--- src/rtl/spi_slave_regif_pkg.sv ---
// Shared types and defaults for the SPI register-access layer.
package spi_pkg;
  localparam int SPI_DATA_W = 8;
  localparam int SPI_ADDR_W = 7;
  localparam int CMD_RW_BIT = SPI_DATA_W - 1;
  localparam logic [SPI_DATA_W-1:0] SPI_STATUS_BYTE = 8'hA5;

  typedef enum logic [1:0] {IDLE, CMD, WRITE, READ} regif_state_e;
endpackage

--- src/rtl/spi_slave_regif_if.sv ---
// Single-cycle register bus driven by the SPI register-access layer.
interface spi_slave_regif_if import spi_pkg::*; #(
  parameter int DATA_W = SPI_DATA_W,
  parameter int ADDR_W = SPI_ADDR_W
);
  logic [ADDR_W-1:0] reg_addr;
  logic              reg_wr;
  logic [DATA_W-1:0] reg_wdata;
  logic              reg_rd;
  logic [DATA_W-1:0] reg_rdata;

  modport master (output reg_addr, reg_wr, reg_wdata, reg_rd, input reg_rdata);
  modport slave  (input reg_addr, reg_wr, reg_wdata, reg_rd, output reg_rdata);
endinterface

--- src/rtl/spi_slave_regif_sync2.sv ---
// Two-flop synchroniser with configurable reset value, shared by SPI blocks.
module spi_sync2 #(
  parameter logic RST_VAL = 1'b0
) (
  input  logic clk,
  input  logic rst_n,
  input  logic d,
  output logic q
);
  logic meta;

  always_ff @(posedge clk or negedge rst_n) begin
    if (!rst_n) begin
      meta <= RST_VAL;
      q    <= RST_VAL;
    end else begin
      meta <= d;
      q    <= meta;
    end
  end
endmodule

--- src/rtl/spi_slave_regif.sv ---
// Turns nss-framed SPI byte streams (cmd byte + data/dummy bytes) into
// auto-incrementing accesses on a single-cycle register bus.
module spi_slave_regif import spi_pkg::*; #(
  parameter int                DATA_W      = SPI_DATA_W,
  parameter int                ADDR_W      = SPI_ADDR_W,
  parameter logic [DATA_W-1:0] STATUS_BYTE = SPI_STATUS_BYTE
) (
  input  logic              clk,
  input  logic              rst_n,
  input  logic              nss,
  input  logic [DATA_W-1:0] rx_data,
  input  logic              rx_valid,
  output logic [DATA_W-1:0] tx_data,
  spi_slave_regif_if.master bus,
  output logic              frame_active
);
  if (DATA_W != ADDR_W + 1) begin : g_bad_width
    $error("spi_slave_regif: DATA_W must equal ADDR_W+1");
  end

  logic              nss_s;
  regif_state_e      state;
  logic [ADDR_W-1:0] addr_q;
  logic              cmd_is_rd;
  logic [ADDR_W-1:0] cmd_addr;

  spi_sync2 #(.RST_VAL(1'b1)) u_nss_sync (
    .clk   (clk),
    .rst_n (rst_n),
    .d     (nss),
    .q     (nss_s)
  );

  // The R/W flag sits directly above the address field in the command byte.
  assign cmd_is_rd = rx_data[ADDR_W];
  assign cmd_addr  = rx_data[ADDR_W-1:0];

  always_comb begin
    bus.reg_wr    = 1'b0;
    bus.reg_rd    = 1'b0;
    bus.reg_addr  = addr_q;
    bus.reg_wdata = '0;
    if (rx_valid) begin
      case (state)
        CMD: if (cmd_is_rd) begin
          bus.reg_rd   = 1'b1;
          bus.reg_addr = cmd_addr;
        end
        WRITE: begin
          bus.reg_wr    = 1'b1;
          bus.reg_wdata = rx_data;
        end
        READ:    bus.reg_rd = 1'b1;
        default: ;
      endcase
    end
  end

  always_ff @(posedge clk or negedge rst_n) begin
    if (!rst_n) begin
      state        <= IDLE;
      addr_q       <= '0;
      tx_data      <= STATUS_BYTE;
      frame_active <= 1'b0;
    end else begin
      frame_active <= !nss_s;
      if (rx_valid) begin
        case (state)
          CMD: begin
            if (cmd_is_rd) begin
              state   <= READ;
              addr_q  <= cmd_addr + 1'b1;
              tx_data <= bus.reg_rdata;
            end else begin
              state  <= WRITE;
              addr_q <= cmd_addr;
            end
          end
          WRITE: addr_q <= addr_q + 1'b1;
          READ: begin
            addr_q  <= addr_q + 1'b1;
            tx_data <= bus.reg_rdata;
          end
          default: ;
        endcase
      end
      if (state == IDLE && !nss_s) state <= CMD;
      // A byte finishing as nss rises still gets its strobe above; only the
      // state and the idle status byte are overridden here.
      if (nss_s) begin
        state   <= IDLE;
        tx_data <= STATUS_BYTE;
      end
    end
  end
endmodule

--- src/flat_wrapper.sv ---
// flat-port wrapper written by rule: the top's interface ports become plain ports
module spi_slave_regif_flat import spi_pkg::*;
#(
  parameter int                DATA_W      = SPI_DATA_W,
  parameter int                ADDR_W      = SPI_ADDR_W,
  parameter logic [DATA_W-1:0] STATUS_BYTE = SPI_STATUS_BYTE
)
  (clk, rst_n, nss, rx_data, rx_valid, tx_data, frame_active, bus_reg_addr, bus_reg_wr, bus_reg_wdata, bus_reg_rd, bus_reg_rdata);
  spi_slave_regif_if #(.DATA_W(DATA_W), .ADDR_W(ADDR_W)) bus_i ();
  input  logic clk;
  input  logic rst_n;
  input  logic nss;
  input  logic [DATA_W-1:0] rx_data;
  input  logic rx_valid;
  output logic [DATA_W-1:0] tx_data;
  output logic frame_active;
  output wire logic [$bits(bus_i.reg_addr)-1:0] bus_reg_addr;
  output wire logic [$bits(bus_i.reg_wr)-1:0] bus_reg_wr;
  output wire logic [$bits(bus_i.reg_wdata)-1:0] bus_reg_wdata;
  output wire logic [$bits(bus_i.reg_rd)-1:0] bus_reg_rd;
  input wire logic [$bits(bus_i.reg_rdata)-1:0] bus_reg_rdata;
  assign bus_reg_addr = bus_i.reg_addr;
  assign bus_reg_wr = bus_i.reg_wr;
  assign bus_reg_wdata = bus_i.reg_wdata;
  assign bus_reg_rd = bus_i.reg_rd;
  assign bus_i.reg_rdata = bus_reg_rdata;
  spi_slave_regif #(.DATA_W(DATA_W), .ADDR_W(ADDR_W), .STATUS_BYTE(STATUS_BYTE)) u_core (.clk(clk), .rst_n(rst_n), .nss(nss), .rx_data(rx_data), .rx_valid(rx_valid), .tx_data(tx_data), .bus(bus_i), .frame_active(frame_active));
endmodule
--- config.mk ---
export PLATFORM = sky130hd
export DESIGN_NAME = spi_slave_regif_flat
export DESIGN_NICKNAME = d
export VERILOG_FILES = /design/src/rtl/spi_slave_regif_pkg.sv /design/src/rtl/spi_slave_regif_if.sv /design/src/rtl/spi_slave_regif_sync2.sv /design/src/rtl/spi_slave_regif.sv /design/src/flat_wrapper.sv
export SDC_FILE = /design/constraint.sdc
export NUM_CORES = 1
export LEC_CHECK = 0
export ABC_AREA = 1
export CORE_MARGIN = 2
export CORE_UTILIZATION = 44
export DETAILED_ROUTE_END_ITERATION = 8
export GPL_ROUTABILITY_DRIVEN = 1
export GPL_TIMING_DRIVEN = 0
export PLACE_DENSITY = 0.79
export SYNTH_ARGS = -nofsm -noshare
export SYNTH_HDL_FRONTEND = slang
export SYNTH_SLANG_ARGS = --single-unit
--- constraint.sdc ---
create_clock -name clk -period 1.2 [get_ports clk]
set_input_delay 0.24 -clock clk [delete_from_list [all_inputs] [get_ports clk]]
set_output_delay 0.24 -clock clk [all_outputs]
set_load 0.02 [all_outputs]
; Yosys cells after proc, flatten, opt, wreduce, memory -nomap -nowiden
; Index checks and enable logic that the tools add are counted.
; Widths: inputs -> output; s select.
[classes]
reduce_logical = 12
eq_ne = 4
add_sub_neg = 2
n_mux = 21
[op_table]
columns = cell, n
row1 = $mux 8, 5
row2 = $mux 7, 4
row3 = $pmux 8 s2, 1
row4 = $add 7x1->7 const B, 2
row5 = $pmux 7 s2, 1
row6 = $reduce_bool 3->1, 3
row7 = $mux 2, 4
row8 = $mux 1, 5
row9 = $eq 2x2->1 const B, 2
row10 = $reduce_and 2->1, 2
row11 = $reduce_bool 2->1, 2
row12 = $ne 3x3->1 const B, 1
row13 = $reduce_and 3->1, 1
row14 = $eq 2x1->1 const B, 1
row15 = $logic_not 2->1, 1
row16 = $pmux 1 s2, 1
row17 = $reduce_or 2->1, 1
row18 = $logic_and 1x1->1, 1
row19 = $logic_not 1->1, 1
[word_totals]
inputBits = 20
out_inout_bits = 26
ff_bits = 20
wordCells = 45

; Depth between registers and ports, before layout
; Gate-level depths: netlist of the first run.
[logic_depth]
ltp_word = 5
ltp_mapped = 9

; Hierarchy
; From an unflattened synthesis of the first run, not the netlist that was laid out.
[unflattened]
hier_cells = 160
hier_area_um2 = 1221.2
[modules_own_cells]
columns = mod, area_per_inst_um2, cells_each, n_inst
row1 = spi_slave_regif, 1168.6, 158, 1
row2 = spi_sync2, 52.6, 2, 1

; Least setup slack after synthesis of the first run
; OpenSTA, ideal clock, no wires.
[synth_timing]
kind = register to output
start = register u_core.state[1]
end = output bus_reg_addr[0]
stages_incl_launch_ff = 6
path_buffers = 2
t_required_ns = 0.960
arrival_time_ns = 1.158
path_slack_ns = -0.198
path_cell_list = dfrtp_1 buf_6 inv_4 nand3_4 buf_6 a21oi_1
[synth_via]
elab_chain_len = 3
[synth_lines]
columns = element, line
row1 = start: declaration, spi_slave_regif.sv:22  ; regif_state_e state;
row2 = start signal: assignment, spi_slave_regif.sv:61  ; state <= IDLE;
row3 = start signal: assignment, spi_slave_regif.sv:71  ; state <= READ;
row4 = start signal: assignment, spi_slave_regif.sv:75  ; state <= WRITE;
row5 = $eq 2x1->1, spi_slave_regif.sv:44  ; case (state)
row6 = $mux 7, spi_slave_regif.sv:44
row7 = $mux 7, spi_slave_regif.sv:43  ; if (rx_valid) begin
row8 = end: declaration, flat_wrapper.sv:17  ; output wire logic [$bits(bus_i.reg_addr)-1:0] bus_reg_addr;
; Every way passes these cells.

; Worst setup path in the final report of the first run
[layout_timing]
start = register u_core.state[1]
end = output bus_reg_wdata[1]
[layout_via]
elab_chain_len = 3
[layout_lines]
columns = element, line
row1 = $eq 2x2->1, spi_slave_regif.sv:44
row2 = $mux 8, spi_slave_regif.sv:44
row3 = $mux 8, spi_slave_regif.sv:43
row4 = end: declaration, flat_wrapper.sv:19  ; output wire logic [$bits(bus_i.reg_wdata)-1:0] bus_reg_wdata;
; Every way passes these cells.

==> results of run 1 <==
-- layout by cell type, fill, tap and decap left out, types with 2 or more instances in the layout --
| master | netlist | layout |
|---|---|---|
| o21ai_2 | 0 | 2 |
| a21oi_1 | 7 | 6 |
| dfstp_2 | 6 | 6 |
| buf_6 | 4 | 25 |
| buf_2 | 0 | 5 |
| dfrtp_1 | 14 | 13 |
| buf_8 | 0 | 2 |
| a22o_1 | 4 | 4 |
| nand2_4 | 1 | 3 |
| nor2_4 | 1 | 10 |
| o21ai_0 | 9 | 7 |
| nor2_1 | 13 | 2 |
| clkbuf_4 | 0 | 3 |
| o21ai_4 | 1 | 6 |
| a21oi_4 | 0 | 2 |
| nand3_1 | 12 | 12 |
| inv_1 | 20 | 18 |
| nor2_2 | 1 | 3 |
| inv_2 | 2 | 3 |
| buf_4 | 0 | 15 |
| nand2_1 | 47 | 41 |
| o22a_1 | 4 | 4 |
| clkdlybuf4s50_1 | 0 | 15 |
| dlygate4sd2_1 | 0 | 2 |
| nand2_2 | 2 | 6 |
-- timing repair --
item	CTS	global route
gates resized for setup	156	27
endpoints found under the setup margin	39	40
pin swaps	7	7
gates cloned	1	1
setup buffers	9	10
-- cell families after synthesis --
family	after synthesis	share of synthesized area
adders and majority gates	2	0.0197
buffers and inverters	28	0.112
and+or+nand+nor	80	0.290
DFF	20	0.399
AOI/OAI and AO/OA	35	0.179
-- registers in the layout, summed over array words and instances (netlist names) --
name / cells
u_core.frame_active: 1
u_core.state: 2
u_core.tx_data: 8
u_core.u_nss_sync.meta: 1
u_core.u_nss_sync.q: 1
u_core.addr_q: 7
-- final timing paths --
| check | start | endpoint | slack, ns | cells after the start |
|---|---|---|---|---|
| max reg2reg | u_core.state[0] | u_core.tx_data[5] | -0.20 | 7 |
| min reg2reg | u_core.u_nss_sync.meta | u_core.u_nss_sync.q | 0.36 | 0 |
| max in group asynchronous | rst_n | u_core.state[1] | 0.20 | 1 |
| min | nss | u_core.u_nss_sync.meta | 0.34 | 1 |
| max | u_core.state[1] | bus_reg_wdata[1] | -0.50 | 6 |
| min in group asynchronous | rst_n | u_core.tx_data[4] | 0.42 | 1 |
-- power groups by stage --
stage / Sequential, mW / Combinational, mW / Clock (mW)
after detailed placement: 0.849 / 0.793 / 0
after global routing: 0.861 / 1.07 / 0.432
final: 0.849 / 0.999 / 0.377
after floorplan: 0.849 / 0.481 / 0
after CTS: 0.834 / 0.873 / 0.394
after global placement: 0.844 / 0.779 / 0
-- metrics by stage --
step,setup WS [ns],TNS [ns],cell area (sq um)
2_1_floorplan,-0.0988,-1.31,1410
3_3_place_gp,-1.15,-24.17,1890
3_5_place_dp,-1.17,-25.49,1890
4_1_cts,-0.586,-9.77,2050
5_1_grt,-0.595,-12.37,2210
6_report,-0.502,-9.80,2210
-- layer usage --
| metal | track usage | wire length, um | share of wire | vias up |
|---|---|---|---|---|
| li1 | - | - | - | 675 |
| met1 | 0.256 | 1490 | 0.39 | 649 |
| met2 | 0.385 | 2110 | 0.55 | 61 |
| met3 | 0.0335 | 245 | 0.063 | 2 |
| met4 | 0.0498 | 19 | 0.0049 | 0 |
| met5 | 0 | 0 | 0 | - |
-- area by class of cell --
| type | count | area share |
|---|---|---|
| buffer | 3 | 0.0209 |
| inverter | 24 | 0.0475 |
| tap | 31 | 0.0175 |
| sequential | 20 | 0.230 |
| timing repair buffer | 64 | 0.284 |
| clock buffer | 4 | 0.0164 |
| multi-input combinational | 118 | 0.384 |
==> flow_summary.yaml, run 1 <==
clock_network:
  cts.sinks: 20
  cts_tree: "built"
  clk_pin_slew_worst_paths_ns: 0.11
  clk_latency_ns: 0.29
  postCtsHoldBufs: 0
  numCtsBuffers: 3
  cts_buffer_depth: 2
  root_buffer: "clkbuf_4"
  htree_num_levels: 1
global_route:
  antenna_found_initial: 0
  gr-total-overflow: 0
  grt_max_degree: 21
  track_usage: 0.210
  grt_pass1_wl_mm: 5.53
  grt_pass1_vias: 1278
place:
  gp_congestion: 0.846
  dp_cells: 240
  hpwl_mm: 2.44
  portBuffers: 44
logic_synthesis:
  ys_top_cells_by_area: "dfrtp_1, nand2_1, dfstp_2"
  yosysSeqAreaShare: 0.399
  synth_top_area_frac: 0.275
  ys_ff_latch: 20
  syn_nets: 187
  ys_types: 28
  synth_area_sq_um: 1270
  synth_ff_type: "dfrtp_1"
  synth-async-reset-ratio: 1.00
  syn_inst: 165
  syn_area_per_cell_sq_um: 7.71
  ys_warn_count: 0
  synth_commonest_cells: "nand2_1, inv_1, dfrtp_1"
  post-synth-top-count-cell: "nand2_1"
  yosys.area.top_type: "dfrtp_1"
  synth_edf_count: 0
sta:
  tightest_slew_ns: 0.855
  fin_ws_ns: -0.502
  setup_viol: 34
  maxSlewHeadroom: 0.428
  hold_violations: 0
  rsz0062_at_grt: "yes"
  hold-worst-slack_ns: 0.338
  maxSlewViolCount: 0
  fin_crit_ns: 1.70
  max_freq_mhz: 588
  fin_skew_ns: 0.00462
  fin_crit_sh: 1.42
detailed_routing:
  dr.pass1.iters: 4
  drc: 0
  viasPerCell: 5.25
  via_count: 1387
  ant_nets: 0
  routedWlPerCell_um: 14.6
  drt_iter0_markers: 38
  totalWireLength_mm: 3.86
power:
  p_comb_frac: 0.449
  switchingPower_mw: 0.812
  p_per_area_nw_per_um2: 1010
  p_int_mw: 1.41
  swShare: 0.365
  p_total_mw: 2.23
  p_leak_nw: 1.06
  power_frac_seq: 0.382
  pwr-share-clk: 0.170
  max-vdd-ir-drop_mv: 1.19
finish:
  n_fill_cell: 181
  nets: 256
  fin_cells: 264
  regArea_sq_um: 509
  multi_input_area_sq_um: 848
  diodes: 0
  layout-area-overhead-vs-synth_pct: 73.7
  drive_gt1_frac: 0.455
  final_util: 0.802
setup_path:
  path_cells: "inv_8, buf_8, nor2_4, nand2_4, nor2_4, buf_6"
  crit_fanout: 4
  cp-start-kind: "flip-flop"
  critPathMaxStageDelay_ns: 0.44
  path_common_cell: "nor2_4"
  slowest_stage: "dfrtp_2"
  cpLargestDelayFamily: "flip-flops"
  worst-path-buf-inv: 3
  crit_type: "flip-flop to primary output"
  cp_data_arrival_time_ns: 1.46
  end_kind: "primary output"
  critPathRequiredTime_ns: 0.96
hold_path:
  min_path_type: "input pin to flip-flop"
floorplanning:
  rows: 19
  io-pin-count: 46
  design.die.area_sq_um: 3340
  die_w_um: 57.8
  start_util: 0.461
  die_y_um: 57.8
  core-area_sq_um: 2760
outcome:
  status: "finished with violations"
  violations: "negative setup slack"
flow_run:
  max_cap_violations: 0
No activity file was read; power rests on OpenSTA's default activity.
==> run 2, diff against run 1 <==
- CORE_UTILIZATION: 44 -> 60
- DONT_BUFFER_PORTS: not set -> 1
- PLACE_DENSITY: 0.79 -> 0.76
==> run 2 against run 1 <==
The flow still finishes with violations (negative setup slack). Critical path depth decreased by 2. Final cell count down 19%. Die area is 25% lower. Clock power increased by 4%. Worst setup slack lost 0.0042 ns. Global-route usage grew 12 points. Clock-buffer cell count unchanged. Core utilization is 14 points higher. Total power rose by 0.28%. Critical path type unchanged. Highest routed layer unchanged.
==> flow_summary.yaml, run 2 (synthesis gave the netlist of run 1 again) <==
floorplanning:
  start_util: 0.642
  die_w_um: 50.1
  io-pin-count: 46
  core-area_sq_um: 1980
  design.die.area_sq_um: 2510
  die_y_um: 50.1
  rows: 16
place:
  portBuffers: 0
  place_ws_ns: -0.198
  dp_cells: 192
  placed_cell_area_sq_um: 1440
  gp_congestion: 0.876
  hpwl_mm: 2.30
detailed_routing:
  drt_iter0_markers: 94
  viasPerCell: 6.72
  dr.pass1.iters: 4
  routedWlPerCell_um: 22.1
  totalWireLength_mm: 4.76
  drc: 0
  ant_nets: 0
  via_count: 1444
sta:
  maxSlewViolCount: 0
  setup_viol: 33
  rsz0062_at_grt: "yes"
  fin_skew_ns: 0.00775
  hold_violations: 0
  fin_crit_sh: 1.42
  tightest_slew_ns: 0.817
  hold-worst-slack_ns: 0.0765
  max_freq_mhz: 586
  maxSlewHeadroom: 0.455
  fin_ws_ns: -0.506
  fin_crit_ns: 1.71
power:
  p_int_mw: 1.31
  switchingPower_mw: 0.923
  p_comb_frac: 0.417
  p_leak_nw: 0.865
  max-vdd-ir-drop_mv: 1.12
  pwr-share-clk: 0.175
  p_per_area_nw_per_um2: 1190
  power_frac_seq: 0.408
  p_total_mw: 2.23
  swShare: 0.414
hold_path:
  min_path_type: "input pin to async pin"
setup_path:
  cp_data_arrival_time_ns: 1.47
  path_common_cell: "nor2_4"
  slowest_stage: "dfrtp_1"
  cp-start-kind: "flip-flop"
  cpLargestDelayFamily: "simple AND/OR/NAND/NOR gates"
  crit_fanout: 4
  path_cells: "buf_4, nor2_4, nand2_4, nor2_4"
  critPathRequiredTime_ns: 0.96
  end_kind: "primary output"
  crit_type: "flip-flop to primary output"
  critPathMaxStageDelay_ns: 0.45
  worst-path-buf-inv: 1
finish:
  top_regs: "u_core.tx_data x8, u_core.addr_q x7, u_core.state x2"
  n_fill_cell: 53
  diodes: 0
  fin_cells: 215
  regMostFlops: "u_core.tx_data"
  final_common_cell: "nand2_1"
  drive_gt1_frac: 0.505
  layout_common_cells: "nand2_1, inv_1, nor2_4, dfrtp_1"
  largest_register_ffs: 8
  layout-area-overhead-vs-synth_pct: 47.3
  nets: 211
  final_area_sq_um: 1870
clock_network:
  root_buffer: "clkbuf_4"
  numCtsBuffers: 3
  cts_buffer_depth: 2
  clk_latency_ns: 0.31
  cts.sinks: 20
  clk_pin_slew_worst_paths_ns: 0.11
  htree_num_levels: 1
  cts_tree: "built"
global_route:
  grt_pass1_wl_mm: 6.20
  gr-total-overflow: 0
  track_usage: 0.329
  antenna_found_initial: 0
  grt_pass1_vias: 1343
  grt_max_degree: 21
outcome:
  status: "finished with violations"
  violations: "negative setup slack"
flow_run:
  max_cap_violations: 0
[run 2: cell type report]
cell class,instances,area [sq um],share of cell area
buffer,3,46.3,0.0247
timing repair buffer,19,200,0.107
sequential,20,512,0.273
inverter,24,105,0.0561
clock buffer,4,36.3,0.0194
tap,27,33.8,0.0180
multi-input combinational,118,941,0.502
[run 2: metal layers]
layer,share of wire,track usage
met5,0,0
met2,0.48,0.572
met1,0.35,0.362
met4,0.074,0.194
met3,0.094,0.0727
[run 2: stage by stage]
step	utilization	TNS, ns
final	0.946	-9.91
after global routing	0.946	-10.47
after CTS	0.856	-8.21
after detailed placement	0.727	-3.43
after global placement	0.727	-2.73
after floorplan	-	-1.31
[run 2: worst paths after layout]
check,cells past startpoint,slack (ns),startpoint,end
max in group asynchronous,1,0.57,rst_n,u_core.state[1]
setup reg to reg,9,-0.20,u_core.addr_q[0],u_core.addr_q[6]
min in group clk,1,0.08,bus_reg_rdata[4],u_core.tx_data[4]
setup / recovery,4,-0.51,u_core.state[0],bus_reg_wdata[3]
hold reg to reg,0,0.37,u_core.u_nss_sync.meta,u_core.u_nss_sync.q
hold / removal,1,0.08,rst_n,u_core.tx_data[6]
[run 2: timing repair]
item	4_1_cts	5_1_grt
endpoints found under the hold margin	21	0
hold buffers	2	0
endpoints found under the setup margin	28	46
gates cloned	2	0
setup buffers	9	7
gates resized for setup	25	40
pin swaps	10	15
[run 2: power by group through the flow]
| stage | sequential [mW] | combinational [mW] | clock (mW) |
|---|---|---|---|
| 2_1_floorplan | 0.849 | 0.481 | 0 |
| 4_1_cts | 0.860 | 0.718 | 0.381 |
| 3_3_place_gp | 0.864 | 0.534 | 0 |
| 3_5_place_dp | 0.871 | 0.557 | 0 |
| 5_1_grt | 0.914 | 0.977 | 0.423 |
| 6_report | 0.911 | 0.929 | 0.391 |
==> run 3, diff against run 2 <==
- SYNTH_HIERARCHICAL: not set -> 1
==> run 3 against run 2 <==
The run still ends with negative setup slack left. Worst setup slack got worse by 0.029 ns. Wire length increased by 4.6%. Sequential cell count unchanged. Clock power is 16% lower. Total power up 1.2%. First-iteration DRC count increased by 8.5%. Die area is 3.7% lower. Combinational power rose by 9.8%. Worst hold slack worse by 0.0016 ns. Synthesized cell count down 3.0%. Critical endpoint unchanged. Largest power group unchanged. Highest routed layer unchanged.
==> flow_summary.yaml, run 3 <==
detailed_routing:
  dr.pass1.iters: 6
  drc: 0
  routedWlPerCell_um: 23.6
  viasPerCell: 6.93
  ant_nets: 0
  via_count: 1462
  drt_iter0_markers: 102
  totalWireLength_mm: 4.98
sta:
  fin_setup_tns_ns: -12.57
  max_freq_mhz: 576
  fin_ws_ns: -0.535
  fin_crit_ns: 1.73
  rsz0062_at_grt: "yes"
  fin_crit_sh: 1.45
  maxSlewHeadroom: 0.390
  tightest_slew_ns: 0.916
  hold_violations: 0
  fin_skew_ns: 0.00759
  maxSlewViolCount: 0
  setup_viol: 32
setup_path:
  cpLargestDelayFamily: "simple AND/OR/NAND/NOR gates"
  worst-path-buf-inv: 2
  path_common_cell: "nor2_4"
  slowest_stage: "dfrtp_1"
  end_kind: "primary output"
  cp-start-kind: "flip-flop"
  cp_data_arrival_time_ns: 1.49
  crit_fanout: 4
  path_cells: "inv_2, buf_6, nor2_4, nand2_4, nor2_4"
  critPathMaxStageDelay_ns: 0.44
  crit_type: "flip-flop to primary output"
  critPathRequiredTime_ns: 0.96
floorplanning:
  start_util: 0.629
  design.die.area_sq_um: 2410
  die_y_um: 49.1
  die_w_um: 49.1
  core-area_sq_um: 1940
  rows: 16
  io-pin-count: 46
global_route:
  antenna_found_initial: 0
  grt_max_degree: 21
  track_usage: 0.331
  gr-total-overflow: 0
  grt_pass1_wl_mm: 6.00
  grt_pass1_vias: 1221
logic_synthesis:
  ys_top_cells_by_area: "dfrtp_1, dfstp_2, nand2_1"
  ys_types: 27
  syn_area_per_cell_sq_um: 7.63
  synth_top_area_frac: 0.287
  synth-async-reset-ratio: 1.00
  post-synth-top-count-cell: "nand2_1"
  ys_warn_count: 6
  synth_area_sq_um: 1220
  yosys.area.top_type: "dfrtp_1"
  syn_inst: 160
  syn_nets: 182
  synth_edf_count: 0
  synth_ff_type: "dfrtp_1"
  ys_ff_latch: 20
  yosysSeqAreaShare: 0.416
  synth_commonest_cells: "nand2_1, inv_1, nor2_1"
clock_network:
  cts.sinks: 20
  root_buffer: "clkbuf_4"
  cts_buffer_depth: 2
  clk_pin_slew_worst_paths_ns: 0.11
  numCtsBuffers: 3
  clk_latency_ns: 0.30
  htree_num_levels: 1
  cts_tree: "built"
finish:
  largest_register_ffs: 8
  fin_cells: 211
  n_fill_cell: 53
  top_regs: "u_core/tx_data x8, u_core/addr_q x7, u_core/state x2"
  final_area_sq_um: 1840
  diodes: 0
  layout-area-overhead-vs-synth_pct: 50.7
  nets: 207
  drive_gt1_frac: 0.484
  final_common_cell: "nand2_1"
  layout_common_cells: "nand2_1, inv_1, nor2_4"
  regMostFlops: "u_core/tx_data"
power:
  power_frac_seq: 0.402
  p_leak_nw: 0.810
  switchingPower_mw: 0.959
  p_per_area_nw_per_um2: 1230
  p_int_mw: 1.30
  max-vdd-ir-drop_mv: 1.23
  swShare: 0.425
  pwr-share-clk: 0.145
  p_comb_frac: 0.453
outcome:
  status: "finished with violations"
  violations: "negative setup slack"
place:
  hpwl_mm: 2.20
  gp_congestion: 0.867
  portBuffers: 0
  placed_cell_area_sq_um: 1440
  dp_cells: 187
flow_run:
  max_cap_violations: 0
hold_path:
  min_path_type: "input pin to flip-flop"
## run 3: cell count changes after synthesis, moves of 2 or more
cell     previous run  this run
inv_1              20        18
a31oi_1             0         2
buf_6               4         2
nand3_1            12        15
nor2_1             13        16
nor2_2              1         3
nand2_2             2         4
o21ai_1             6         0
o21ai_0             9        12
buf_2               0         2
nand2_1            47        36
## run 3: final cells by class
cell class / instances / area [sq um] / area share
flip-flops and latches: 20 / 512 / 0.278
repair buffers: 20 / 220 / 0.120
clock buffers: 4 / 26.3 / 0.0143
plain buffers: 4 / 50.0 / 0.0272
inverters: 20 / 80.1 / 0.0435
well taps: 27 / 33.8 / 0.0184
multi-input cells: 116 / 918 / 0.499
## run 3: metal layers
metal,vias to the layer above,global-route usage,part of all wire
li1,577,-,-
met1,691,0.412,0.34
met2,146,0.565,0.48
met3,48,0.0675,0.12
met4,0,0.119,0.066
met5,-,0,0
## run 3: path summary, 6_finish.rpt
| check | from | to | slack, ns | cells past startpoint |
|---|---|---|---|---|
| worst max-delay path | u_core/state[1] | bus_reg_wdata[3] | -0.53 | 5 |
| worst min-delay path | bus_reg_rdata[6] | u_core/tx_data[6] | 0.07 | 1 |
| worst max register to register | u_core/state[1] | u_core/tx_data[3] | -0.39 | 8 |
| worst min register to register | u_core/u_nss_sync/meta | u_core/u_nss_sync/q | 0.37 | 0 |
| max in group asynchronous | rst_n | u_core/addr_q[1] | 0.45 | 1 |
| min in group asynchronous | rst_n | u_core/addr_q[3] | 0.13 | 1 |
## run 3: cells by family (layout without fill, tap and decap cells)
group / Yosys count / count (layout) / synth area share
compound gates: 33 / 33 / 0.171
flops: 20 / 20 / 0.416
fa+ha+maj: 2 / 2 / 0.0205
buf+inv: 25 / 48 / 0.0943
simple gates: 80 / 81 / 0.298
## run 3: per-stage QoR
step	util	power, mW	worst slack (ns)	hold WS (ns)
2_1_floorplan	-	1.41	-0.0664	-0.0556
3_3_place_gp	0.744	1.48	-0.126	-0.0552
3_5_place_dp	0.744	1.51	-0.159	-0.0551
4_1_cts	0.856	1.96	-0.418	0.0719
5_1_grt	0.948	2.33	-0.592	0.0504
6_report	0.948	2.26	-0.535	0.0749
## run 3: power groups by stage
stage | logic, mW | clock network [mW] | registers [mW]
2_1_floorplan | 0.552 | 0 | 0.854
4_1_cts | 0.768 | 0.332 | 0.857
3_5_place_dp | 0.633 | 0 | 0.878
3_3_place_gp | 0.607 | 0 | 0.874
6_report | 1.02 | 0.327 | 0.908
5_1_grt | 1.06 | 0.366 | 0.910
## run 3: repair_timing
item | in CTS | in global routing
endpoints found under the hold margin | 21 | 0
setup buffers | 11 | 5
endpoints found under the setup margin | 28 | 46
gates resized for setup | 19 | 32
hold buffers | 2 | 0
gates cloned | 3 | 0
pin swaps | 10 | 13
## run 3: worst reg2reg max path, cell delays in order, from the launching register on
cell     delay (ns)
dfrtp_1        0.44
buf_4          0.14
buf_6          0.08
buf_8          0.11
nor2_4         0.05
nor2_4         0.23
nor2_4         0.09
buf_12         0.13
a22o_1         0.20
